### config.mk
export PLATFORM = sky130hd
export DESIGN_NAME = ncl_serial_adder_flat
export DESIGN_NICKNAME = d
export VERILOG_FILES = /design/src/rtl/ncl_pkg.sv /design/src/rtl/ncl_serial_adder_if.sv /design/src/rtl/ncl_dr_fa.sv /design/src/rtl/ncl_serial_adder.sv /design/src/flat_wrapper.sv
export SDC_FILE = /design/constraint.sdc
export NUM_CORES = 1
export LEC_CHECK = 0
export ABC_AREA = 0
export BUFFER_PORTS_ARGS = -buffer_cell sky130_fd_sc_hd__buf_2
export CORE_UTILIZATION = 46
export CTS_CLUSTER_SIZE = 8
export DETAILED_ROUTE_END_ITERATION = 10
export GPL_ROUTABILITY_DRIVEN = 0
export PLACE_DENSITY = 0.7
export SYNTH_ARGS = -nofsm -noshare
export SYNTH_HDL_FRONTEND = slang
export SYNTH_SLANG_ARGS = --single-unit
### constraint.sdc
create_clock -name clk -period 1.4 [get_ports clk]
set_clock_uncertainty 0.05 [all_clocks]
set_input_delay 0.21 -clock clk [delete_from_list [all_inputs] [get_ports clk]]
set_output_delay 0.21 -clock clk [all_outputs]
set_load 0.02 [all_outputs]
### src/rtl/ncl_pkg.sv
// Dual-rail codeword constants, handshake FSM states and small helpers shared by the
// NCL serial adder. Each digit is two rails: 00 NULL, 01 value 0, 10 value 1, 11 illegal.
package ncl_pkg;

  typedef logic [1:0] dr_t;

  localparam dr_t DR_NULL = 2'b00;
  localparam dr_t DR_0    = 2'b01;
  localparam dr_t DR_1    = 2'b10;
  localparam dr_t DR_ILL  = 2'b11;

  typedef enum logic {
    REQD = 1'b0,
    REQN = 1'b1
  } state_t;

  function automatic logic dr_is_data(input dr_t d);
    return (d == DR_0) || (d == DR_1);
  endfunction

  function automatic logic dr_is_null(input dr_t d);
    return d == DR_NULL;
  endfunction

  function automatic logic dr_is_ill(input dr_t d);
    return d == DR_ILL;
  endfunction

  // The true rail carries the value of a DATA digit.
  function automatic logic dr_val(input dr_t d);
    return d[1];
  endfunction

  function automatic dr_t dr_enc(input logic v);
    return v ? DR_1 : DR_0;
  endfunction

endpackage

### src/rtl/ncl_serial_adder_if.sv
// Four-phase dual-rail link between operand source, adder and result sink.
// The adder sits on the slave modport; the environment drives through master.
interface ncl_serial_adder_if;
  import ncl_pkg::*;

  dr_t  A;
  dr_t  B;
  logic inCOMP;
  dr_t  sum;
  dr_t  carryout;
  dr_t  ovf;
  logic sumCOMP;

  modport master (
    output A,
    output B,
    output sumCOMP,
    input  inCOMP,
    input  sum,
    input  carryout,
    input  ovf
  );

  modport slave (
    input  A,
    input  B,
    input  sumCOMP,
    output inCOMP,
    output sum,
    output carryout,
    output ovf
  );

endinterface

### src/rtl/ncl_dr_fa.sv
// Dual-rail full adder, combinational: sum and carry are DATA only once a, b and cin
// are all DATA, and NULL otherwise (including when any input holds an illegal 11).
module ncl_dr_fa
  import ncl_pkg::*;
(
  input  dr_t a,
  input  dr_t b,
  input  dr_t cin,
  output dr_t s,
  output dr_t co
);

  logic all_data;
  logic av, bv, cv;

  always_comb begin
    all_data = dr_is_data(a) && dr_is_data(b) && dr_is_data(cin);
    av       = dr_val(a);
    bv       = dr_val(b);
    cv       = dr_val(cin);
  end

  always_comb begin
    s  = DR_NULL;
    co = DR_NULL;
    if (all_data) begin
      s  = dr_enc(av ^ bv ^ cv);
      co = dr_enc((av & bv) | (av & cv) | (bv & cv));
    end
  end

endmodule

### src/rtl/ncl_serial_adder.sv
// LSB-first dual-rail serial adder; one clock from a complete DATA pair to a registered sum.
// Stalls in REQD while sumCOMP=1 or an operand is missing, and in REQN until both inputs and sink are NULL.
module ncl_serial_adder
  import ncl_pkg::*;
#(
  parameter int WIDTH  = 8,
  parameter bit SIGNED = 1'b1
) (
  input  logic                 clk,
  input  logic                 initN,
  ncl_serial_adder_if.slave    bus,
  output logic                 err
);

  localparam int IW = (WIDTH > 2) ? $clog2(WIDTH) : 1;
  localparam logic [IW-1:0] LAST_IDX = IW'(WIDTH - 1);

  state_t        state_q, state_d;
  logic [IW-1:0] idx_q;
  logic          c_q;
  dr_t           sum_q, co_q, ovf_q;
  logic          err_q;
  logic          incomp;

  logic ill, both_data, both_null, last, take_data, take_null;
  dr_t  cin_dr, fa_s, fa_co;

  always_comb begin
    ill       = dr_is_ill(bus.A) || dr_is_ill(bus.B);
    both_data = dr_is_data(bus.A) && dr_is_data(bus.B);
    both_null = dr_is_null(bus.A) && dr_is_null(bus.B);
    last      = (idx_q == LAST_IDX);
    cin_dr    = dr_enc(c_q);
    take_data = (state_q == REQD) && !ill && both_data && !bus.sumCOMP;
    take_null = (state_q == REQN) && !ill && both_null && bus.sumCOMP;
  end

  ncl_dr_fa u_fa (
    .a   (bus.A),
    .b   (bus.B),
    .cin (cin_dr),
    .s   (fa_s),
    .co  (fa_co)
  );

  always_ff @(posedge clk or negedge initN) begin
    if (!initN) begin
      state_q <= REQD;
    end else begin
      state_q <= state_d;
    end
  end

  always_comb begin
    state_d = state_q;
    case (state_q)
      REQD:    if (take_data) state_d = REQN;
      REQN:    if (take_null) state_d = REQD;
      default: state_d = REQD;
    endcase
  end

  always_comb begin
    incomp = (state_q == REQN);
  end

  // Carry register holds the carry into the current digit; it restarts at the word boundary.
  always_ff @(posedge clk or negedge initN) begin
    if (!initN) begin
      idx_q <= '0;
      c_q   <= 1'b0;
      sum_q <= DR_NULL;
      co_q  <= DR_NULL;
      ovf_q <= DR_NULL;
      err_q <= 1'b0;
    end else begin
      if (ill) begin
        err_q <= 1'b1;
      end
      if (take_data) begin
        sum_q <= fa_s;
        c_q   <= dr_val(fa_co);
        if (last) begin
          co_q  <= fa_co;
          ovf_q <= SIGNED ? dr_enc(c_q ^ dr_val(fa_co)) : DR_NULL;
        end
      end else if (take_null) begin
        sum_q <= DR_NULL;
        co_q  <= DR_NULL;
        ovf_q <= DR_NULL;
        if (last) begin
          idx_q <= '0;
          c_q   <= 1'b0;
        end else begin
          idx_q <= idx_q + IW'(1);
        end
      end
    end
  end

  assign bus.inCOMP   = incomp;
  assign bus.sum      = sum_q;
  assign bus.carryout = co_q;
  assign bus.ovf      = ovf_q;
  assign err          = err_q;

endmodule

### src/flat_wrapper.sv
// flat-port wrapper written by rule: the top's interface ports become plain ports
module ncl_serial_adder_flat import ncl_pkg::*;
#(
  parameter int WIDTH  = 8,
  parameter bit SIGNED = 1'b1
)
  (clk, initN, err, bus_A, bus_B, bus_sumCOMP, bus_inCOMP, bus_sum, bus_carryout, bus_ovf);
  ncl_serial_adder_if bus_i ();
  input  logic clk;
  input  logic initN;
  output logic err;
  input wire logic [$bits(bus_i.A)-1:0] bus_A;
  input wire logic [$bits(bus_i.B)-1:0] bus_B;
  input wire logic [$bits(bus_i.sumCOMP)-1:0] bus_sumCOMP;
  output wire logic [$bits(bus_i.inCOMP)-1:0] bus_inCOMP;
  output wire logic [$bits(bus_i.sum)-1:0] bus_sum;
  output wire logic [$bits(bus_i.carryout)-1:0] bus_carryout;
  output wire logic [$bits(bus_i.ovf)-1:0] bus_ovf;
  assign bus_i.A = bus_A;
  assign bus_i.B = bus_B;
  assign bus_i.sumCOMP = bus_sumCOMP;
  assign bus_inCOMP = bus_i.inCOMP;
  assign bus_sum = bus_i.sum;
  assign bus_carryout = bus_i.carryout;
  assign bus_ovf = bus_i.ovf;
  ncl_serial_adder #(.WIDTH(WIDTH), .SIGNED(SIGNED)) u_core (.clk(clk), .initN(initN), .bus(bus_i), .err(err));
endmodule
==> flow_metrics.tcl, run 1 <==
set metrics [dict create \
    mostFrequentLayoutCell "buf_2" \
    powerDensity_nw_per_um2 1332 \
    fin_tns_setup_ps -5.426 \
    finalHoldViolCount 0 \
    grtUsageTotal 0.1893 \
    cts_sinks 12 \
    violations "negative setup slack" \
    grt_use_met3 0.08152 \
    drv_slew 0 \
    dr.first_iter.drc_count 4 \
    finalInstanceArea_um2 888.4 \
    place_area_um2 822.0 \
    avgSynthCellArea_um2 11.49 \
    io_pins 15 \
    synth_nets 75 \
    cts_tree "yes" \
    synth_seq_area_share 0.4286 \
    port_buffers 14 \
    cp-start-kind "flop" \
    viasPerCell 5.110 \
    drt-total-wl_mm 1.256 \
    critPathArrivalTime_ps 1520 \
    synthCells 61 \
    path_class "reg -> reg" \
    relSlewSlack 0.7700 \
    drtPass1Iterations 4 \
    clock_latency_ps 270 \
    ant_nets 0 \
    crit_path_max_fanout 2 \
    core-area_um2 1366 \
    synth_area_leader_cell "dfrtp_1" \
    die_x_um 41.03 \
    drc 0 \
    cts_buffers 3 \
    busiest_layer "met1" \
    crit_chain "inv_2, fa_2, nand3b_1, xnor2_1, mux2i_1" \
    via_count 511 \
    fillers 122 \
    clockBufferDepth 2 \
    die_h_um 41.03 \
    worstPathRequired_ps 1520 \
    max_clock_freq_mhz 711.5 \
    clk_pin_slew_worst_paths_ps 80 \
    gr-total-overflow 0 \
    worst_slack_ps -5.426 \
    syn-cell-area_um2 700.7 \
    power_leakage_uw 0.0004814 \
    fin_crit_ps 1405 \
    cts_root_buf "clkbuf_4" \
    ys_seq_elements 12 \
    synth_top_area_share 0.4286 \
    htreeDepth 1 \
    hold_path_class "in -> async" \
    gr-usage-met2 0.2188 \
    synth.area.top_cells "dfrtp_1, ha_1, mux2i_1, o21ai_0, inv_1" \
    grt_setup_unrepaired "true" \
    grt_max_degree 13 \
    grt_pass1_wl_mm 1.897 \
    wl_per_cell_um 12.56 \
    vdd.ir_drop.worst_mv 0.6236 \
    cp_slowest_cell "dfrtp_1" \
    setup_viol 1 \
    tightest_slew_ps 342.4 \
    rows 13 \
    diodes 0 \
    slowest_delay_ps 380 \
    status "finished, violations left" \
    grt_pass1_vias 408 \
    drive_gt1_frac 0.3882 \
    layout_common_cells "buf_2, dfrtp_1, inv_1, o21ai_0" \
    crit_path_end_kind "flop" \
    maxCapViolCount 0 \
    grt_antenna_before_repair 0 \
    fin_crit_sh 1.004 \
    dieArea_um2 1683 \
    final_nets 100 \
    syn2layout_area_growth_pct 26.79 \
    yosysWarnings 0 \
    start_util 0.5128 \
    grt_use_met1 0.2730 \
    ys_types 21 \
    place_hpwl_um 954.3 \
]
routing by layer:
metal / up-vias / wire length (um)
met1: 239 / 647
met3: 0 / 53
met2: 16 / 555
met5: - / 0
li1: 256 / -
met4: 0 / 0
cell type report:
class	count	area, um2	share of cell area
multi-input cells	38	366.6	0.4127
flip-flops and latches	12	300.3	0.3380
repair buffers	22	132.6	0.1493
clock buffers	4	36.28	0.04085
inverters	9	33.78	0.03803
well taps	15	18.77	0.02113
registers in the layout, indices dropped and copies added, names as in the netlist:
register / flops
u_core.idx_q: 3
u_core.err: 1
u_core.bus.inCOMP: 1
u_core.bus.ovf: 2
u_core.bus.carryout: 2
u_core.c_q: 1
u_core.bus.sum: 2
final timing paths:
check | startpoint | endpoint | slack [ps] | depth (start not counted)
max reg2reg | u_core.c_q | u_core.bus.ovf[0] | -5 | 5
max in group asynchronous | initN | u_core.idx_q[1] | 780 | 2
min in group clk | bus_sumCOMP | u_core.bus.carryout[0] | 300 | 4
min | initN | u_core.bus.sum[1] | 290 | 2
min reg2reg | u_core.err | u_core.err | 420 | 1
max | u_core.c_q | u_core.bus.ovf[0] | -5 | 5
metrics by stage:
stage                     instances  utilization  total power, uW  hold slack, ps  setup WS, ps
after floorplan                  61            -            730.4          -135.6         26.55
after global placement           94       0.6016            876.4           53.15        -78.77
after detailed placement         94       0.6016            893.6           56.96        -121.4
after CTS                        99       0.6355             1173           291.1         4.635
after global routing            100       0.6502             1281           292.9        -99.74
final                           100       0.6502             1183           287.0        -5.426
worst max-delay path: cells and delay by family, from the launching register on:
family	cells	cell delay [ps]
XOR/XNOR	1	180
adder cells (fa/ha/maj)	1	320
buffers and inverters	1	50
flip-flops	1	380
multiplexers	1	80
AND/OR/NAND/NOR	1	230
what timing repair did:
action	in CTS	in global routing
endpoints found under the setup margin	1	4
hold buffers	1	0
setup buffers	0	1
hold endpoints to repair	12	0
pin swaps	0	1
gates resized for setup	1	2
where the power goes:
part           switching [uW]  leakage [uW]  internal [uW]  total, uW
Combinational             218      0.000308            218        437
Clock                     118     0.0000210            158        276
Sequential               52.5      0.000152            418        470
cell usage after synthesis:
cell type / n
nor2_1: 2
nand4_4: 1
or2_1: 1
ha_1: 6
nand4_1: 1
xnor2_1: 2
mux2_2: 2
inv_1: 9
nand3_2: 1
o31ai_1: 1
nand2_1: 1
nor4_4: 1
clkbuf_1: 1
dfrtp_1: 12
buf_6: 1
mux2i_1: 7
o41ai_1: 1
or3_1: 1
o21ai_0: 8
nand3b_1: 1
fa_1: 1
cells by family after synthesis:
group                      synth area share
muxes                                0.1321
xor gates and xnor gates            0.02500
and+or+nand+nor                      0.1286
adders and majority gates            0.1357
AOI/OAI and AO/OA                   0.08037
buffers and inverters               0.06963
DFF                                  0.4286
(Power assumes the default switching activity.)
==> run 2: changes to the inputs <==
--- a/config.mk
+++ b/config.mk
@@ -7,11 +7,12 @@
 export LEC_CHECK = 0
 export ABC_AREA = 0
 export BUFFER_PORTS_ARGS = -buffer_cell sky130_fd_sc_hd__buf_2
-export CORE_UTILIZATION = 46
+export CORE_ASPECT_RATIO = 0.75
+export CORE_UTILIZATION = 31
 export CTS_CLUSTER_SIZE = 8
 export DETAILED_ROUTE_END_ITERATION = 10
 export GPL_ROUTABILITY_DRIVEN = 0
-export PLACE_DENSITY = 0.7
+export PLACE_DENSITY = 0.5
 export SYNTH_ARGS = -nofsm -noshare
 export SYNTH_HDL_FRONTEND = slang
 export SYNTH_SLANG_ARGS = --single-unit
==> flow_metrics.tcl, run 2 (synthesis results as in run 1) <==
set metrics [dict create \
    dr.first_iter.drc_count 1 \
    cp_slowest_cell "dfrtp_1" \
    regArea_um2 300.3 \
    critPathArrivalTime_ps 1500 \
    largest_reg_flops 3 \
    grtUsageTotal 0.1275 \
    clk_pin_slew_worst_paths_ps 70 \
    ant_nets 0 \
    worst_slack_ps 4.875 \
    wl_per_cell_um 11.54 \
    cts_buffers 3 \
    powerDensity_nw_per_um2 1309 \
    mostFrequentLayoutCell "buf_2" \
    multi_input_area_um2 366.6 \
    timing.hold.ws_ps 288.8 \
    clock_latency_ps 270 \
    tightest_slew_ps 357.3 \
    fin_crit_ps 1395 \
    fin_crit_sh 0.9965 \
    setup_viol 0 \
    htreeDepth 1 \
    crit_chain "inv_2, fa_2, nand3b_1, xnor2_1, mux2i_1" \
    max_clock_freq_mhz 716.8 \
    place_hpwl_mm 1.046 \
    drt-total-wl_mm 1.269 \
    critPathTopFamily "flip-flops" \
    drv_slew 0 \
    slowest_delay_ps 370 \
    cp-start-kind "flop" \
    die_h_um 43.17 \
    cts_root_buf "clkbuf_4" \
    pre_cts_slack_ps -173.9 \
    grt_setup_unrepaired "true" \
    gr-total-overflow 0 \
    power_leakage_uw 0.0004856 \
    viasPerCell 4.745 \
    status "completed" \
    die_x_um 56.90 \
    hold_path_class "in -> async" \
    final_nets 101 \
    grt_max_degree 13 \
    fin_tns_setup_ps 0 \
    maxCapViolCount 0 \
    gr-usage-met2 0.1906 \
    cts_tree "yes" \
    drive_gt1_frac 0.3953 \
    relSlewSlack 0.7600 \
    largest_register "u_core.idx_q" \
    grt_antenna_before_repair 0 \
    cts_sinks 12 \
    io_pins 15 \
    diodes 0 \
    grt_pass1_vias 513 \
    fillers 219 \
    drc 0 \
    crit_buf_inv 1 \
    worstPathRequired_ps 1510 \
    busiest_layer "met2" \
    rows 14 \
    crit_path_max_fanout 2 \
    finalHoldViolCount 0 \
    syn2layout_area_growth_pct 29.46 \
    grt_pass1_wl_mm 2.263 \
    drtPass1Iterations 4 \
    grt_use_met3 0.05488 \
    dieArea_um2 2456 \
    clockBufferDepth 2 \
    p_total_uw 1187 \
    start_util 0.3390 \
    vdd.ir_drop.worst_mv 0.3680 \
    port_buffers 14 \
    grt_use_met1 0.1642 \
    path_class "reg -> reg" \
    layout_common_cells "buf_2, dfrtp_1, inv_1, o21ai_0, buf_4" \
    via_count 522 \
    core-area_um2 2067 \
    crit_path_end_kind "flop" \
]
-- run 2: cell count changes in the layout (fill, tap and decap cells not counted), sizes merged --
cell,previous run,this run
buf,21,22
-- run 2: cell type report --
type | instances | share of cell area
well taps | 24 | 0.03310
clock buffers | 4 | 0.04000
multi-input cells | 38 | 0.4041
flip-flops and latches | 12 | 0.3310
inverters | 9 | 0.03724
repair buffers | 23 | 0.1545
-- run 2: layer usage --
| layer | share of wire | wire length [um] | vias up |
|---|---|---|---|
| li1 | - | - | 260 |
| met1 | 0.53 | 667 | 249 |
| met2 | 0.42 | 534 | 11 |
| met3 | 0.046 | 58 | 2 |
| met4 | 0.0071 | 9 | 0 |
| met5 | 0 | 0 | - |
-- run 2: stage by stage --
stage	instance area [um2]	util	std cells
after global placement	840.8	0.4068	104
after floorplan	703.2	-	61
after detailed placement	840.8	0.4068	104
after CTS	889.6	0.4304	109
after global routing	907.1	0.4389	110
final	907.1	0.4389	110
-- run 2: worst paths after layout --
| check | from | to | slack, ps | cells after the start |
|---|---|---|---|---|
| max | u_core.c_q | u_core.bus.ovf[1] | 5 | 5 |
| min | initN | u_core.idx_q[2] | 290 | 2 |
| max reg2reg | u_core.c_q | u_core.bus.ovf[1] | 5 | 5 |
| min reg2reg | u_core.err | u_core.err | 420 | 1 |
| max in group asynchronous | initN | u_core.idx_q[0] | 800 | 2 |
| min in group clk | bus_sumCOMP | u_core.bus.ovf[1] | 300 | 4 |
-- run 2: what timing repair did --
item	4_1_cts	5_1_grt
gates resized for setup	2	1
pin swaps	0	1
endpoints found under the setup margin	2	3
setup buffers	0	1
hold buffers	1	0
hold endpoints to repair	12	0
-- run 2: power breakdown --
group | total (uW) | switching (uW) | internal (uW)
combinational | 443 | 225 | 218
sequential | 471 | 52.7 | 418
clock | 273 | 115 | 158
total | 1190 | 393 | 794
==> run 3: changes to the inputs <==
--- a/config.mk
+++ b/config.mk
@@ -12,7 +12,8 @@
 export CTS_CLUSTER_SIZE = 8
 export DETAILED_ROUTE_END_ITERATION = 10
 export GPL_ROUTABILITY_DRIVEN = 0
-export PLACE_DENSITY = 0.5
+export PLACE_DENSITY = 0.48
+export SLEW_MARGIN = 15
 export SYNTH_ARGS = -nofsm -noshare
 export SYNTH_HDL_FRONTEND = slang
 export SYNTH_SLANG_ARGS = --single-unit
==> constraint.sdc (replaced) <==
create_clock -name clk -period 1.45 [get_ports clk]
set_clock_uncertainty 0.05 [all_clocks]
set_input_delay 0.2175 -clock clk [delete_from_list [all_inputs] [get_ports clk]]
set_output_delay 0.2175 -clock clk [all_outputs]
set_load 0.02 [all_outputs]
==> flow_metrics.tcl, run 3 (synthesis results as in run 1) <==
set metrics [dict create \
    place_hpwl_mm 1.047 \
    drv_slew 0 \
    grt_max_degree 13 \
    startpoint "u_core.c_q" \
    clockBufferDepth 2 \
    cts_sinks 12 \
    rows 14 \
    max_clock_freq_mhz 725.2 \
    gr-total-overflow 0 \
    port_buffers 14 \
    maxCapViolCount 0 \
    drc 2 \
    final_nets 102 \
    clk_pin_slew_worst_paths_ps 80 \
    cts_tree "yes" \
    viasPerCell 4.730 \
    utilization 0.4425 \
    fin_tns_setup_ps 0 \
    grt_pass1_vias 552 \
    tightest_slew_ps 325.4 \
    drive_gt1_frac 0.4023 \
    grt_setup_unrepaired "true" \
    status "finished, violations left" \
    swShare 0.3261 \
    multi_input_area_um2 366.6 \
    grt_pass1_wl_mm 2.490 \
    powerDensity_nw_per_um2 1259 \
    regArea_um2 300.3 \
    critPathArrivalTime_ps 1490 \
    fin_crit_ps 1379 \
    r2r-start "u_core.c_q" \
    drtPass1Iterations 7 \
    worstHoldStart "bus_sumCOMP" \
    worstPathRequired_ps 1560 \
    layout_common_cells "buf_2, dfrtp_1, buf_4" \
    cts_buffers 3 \
    core-area_um2 2067 \
    die_h_um 43.17 \
    io_pins 15 \
    largest_reg_flops 3 \
    fin_crit_sh 0.9510 \
    cp-start-kind "flop" \
    drt-total-wl_mm 1.402 \
    hold_path_class "in -> reg" \
    grtUsageTotal 0.1388 \
    cts_root_buf "clkbuf_4" \
    ant_nets 0 \
    path_class "reg -> reg" \
    finalHoldViolCount 0 \
    clock_latency_ps 270 \
    setup_viol 0 \
    htreeDepth 1 \
    dieArea_um2 2456 \
    crit_path_end_kind "flop" \
    power_leakage_uw 0.0004912 \
    wl_per_cell_um 12.63 \
    fillers 210 \
    seqPwrFrac 0.394 \
    start_util 0.3390 \
    largest_register "u_core.idx_q" \
    vdd.ir_drop.worst_mv 0.5499 \
    relSlewSlack 0.7814 \
    mostFrequentLayoutCell "buf_2" \
    diodes 0 \
    clkPwrFrac 0.232 \
    grt_antenna_before_repair 0 \
    syn2layout_area_growth_pct 30.54 \
    p_int_uw 775.9 \
    die_x_um 56.90 \
    violations "design-rule violations" \
    p_comb_frac 0.375 \
    switching_power_uw 375.5 \
    dr.first_iter.drc_count 8 \
    p_total_uw 1151 \
    crit_path_max_fanout 2 \
    via_count 525 \
]
==> run 3: changes by cell type in the layout (fill, tap and decap cells not counted) <==
cell / before / now
buf_4: 8 / 9
==> run 3: worst paths after layout <==
kind | to | slack (ps) | cells after the start
max in group asynchronous | u_core.bus.sum[0] | 830 | 2
min in group asynchronous | u_core.bus.carryout[0] | 300 | 2
hold / removal | u_core.bus.inCOMP | 290 | 4
setup reg to reg | u_core.bus.ovf[0] | 70 | 5
setup / recovery | u_core.bus.ovf[0] | 70 | 5
hold reg to reg | u_core.err | 420 | 1
==> run 3: metal layers <==
metal,track usage,wire length (um),part of all wire
met3,0.06402,72,0.051
met2,0.2165,626,0.45
met5,0,0,0
met1,0.1765,696,0.50
met4,0.02927,7,0.0050
==> run 3: timing repair <==
item / CTS / global route
hold buffers: 1 / 0
buffers inserted: 0 / 2
resized for setup: 1 / 3
cloned: 0 / 0
pin swaps: 1 / 1
setup endpoints to repair: 1 / 4
hold endpoints to repair: 12 / 0
==> run 3: final cells by class <==
class | instances | area share
Multi-Input combinational cell | 38 | 0.4008
Sequential cell | 12 | 0.3283
Timing Repair Buffer | 24 | 0.1614
Clock buffer | 4 | 0.03967
Inverter | 9 | 0.03694
Tap cell | 24 | 0.03283
==> run 3: worst max-delay path, stage by stage, from the launching register on <==
cell	delay, ps
dfrtp_1	370
inv_2	50
fa_2	330
nand3b_1	220
xnor2_1	170
mux2i_1	80
==> run 3: through the flow <==
stage | hold slack, ps | std cells | cell area (um2) | setup WS, ps
floorplan | -128.1 | 61 | 700.7 | 20.25
global placement | 64.57 | 104 | 838.3 | -64.91
detailed placement | 65.93 | 104 | 838.3 | -105.3
CTS | 288.8 | 109 | 887.1 | 26.30
global route | 302.2 | 111 | 914.6 | -55.14
finish | 294.1 | 111 | 914.6 | 71.10
==> run 3: power groups by stage <==
| stage | clock, uW | combinational, uW | sequential [uW] |
|---|---|---|---|
| 2_1_floorplan | 0 | 201 | 502 |
| 3_3_place_gp | 0 | 398 | 457 |
| 3_5_place_dp | 0 | 397 | 458 |
| 4_1_cts | 280 | 406 | 452 |
| 5_1_grt | 298 | 484 | 464 |
| 6_report | 267 | 431 | 453 |
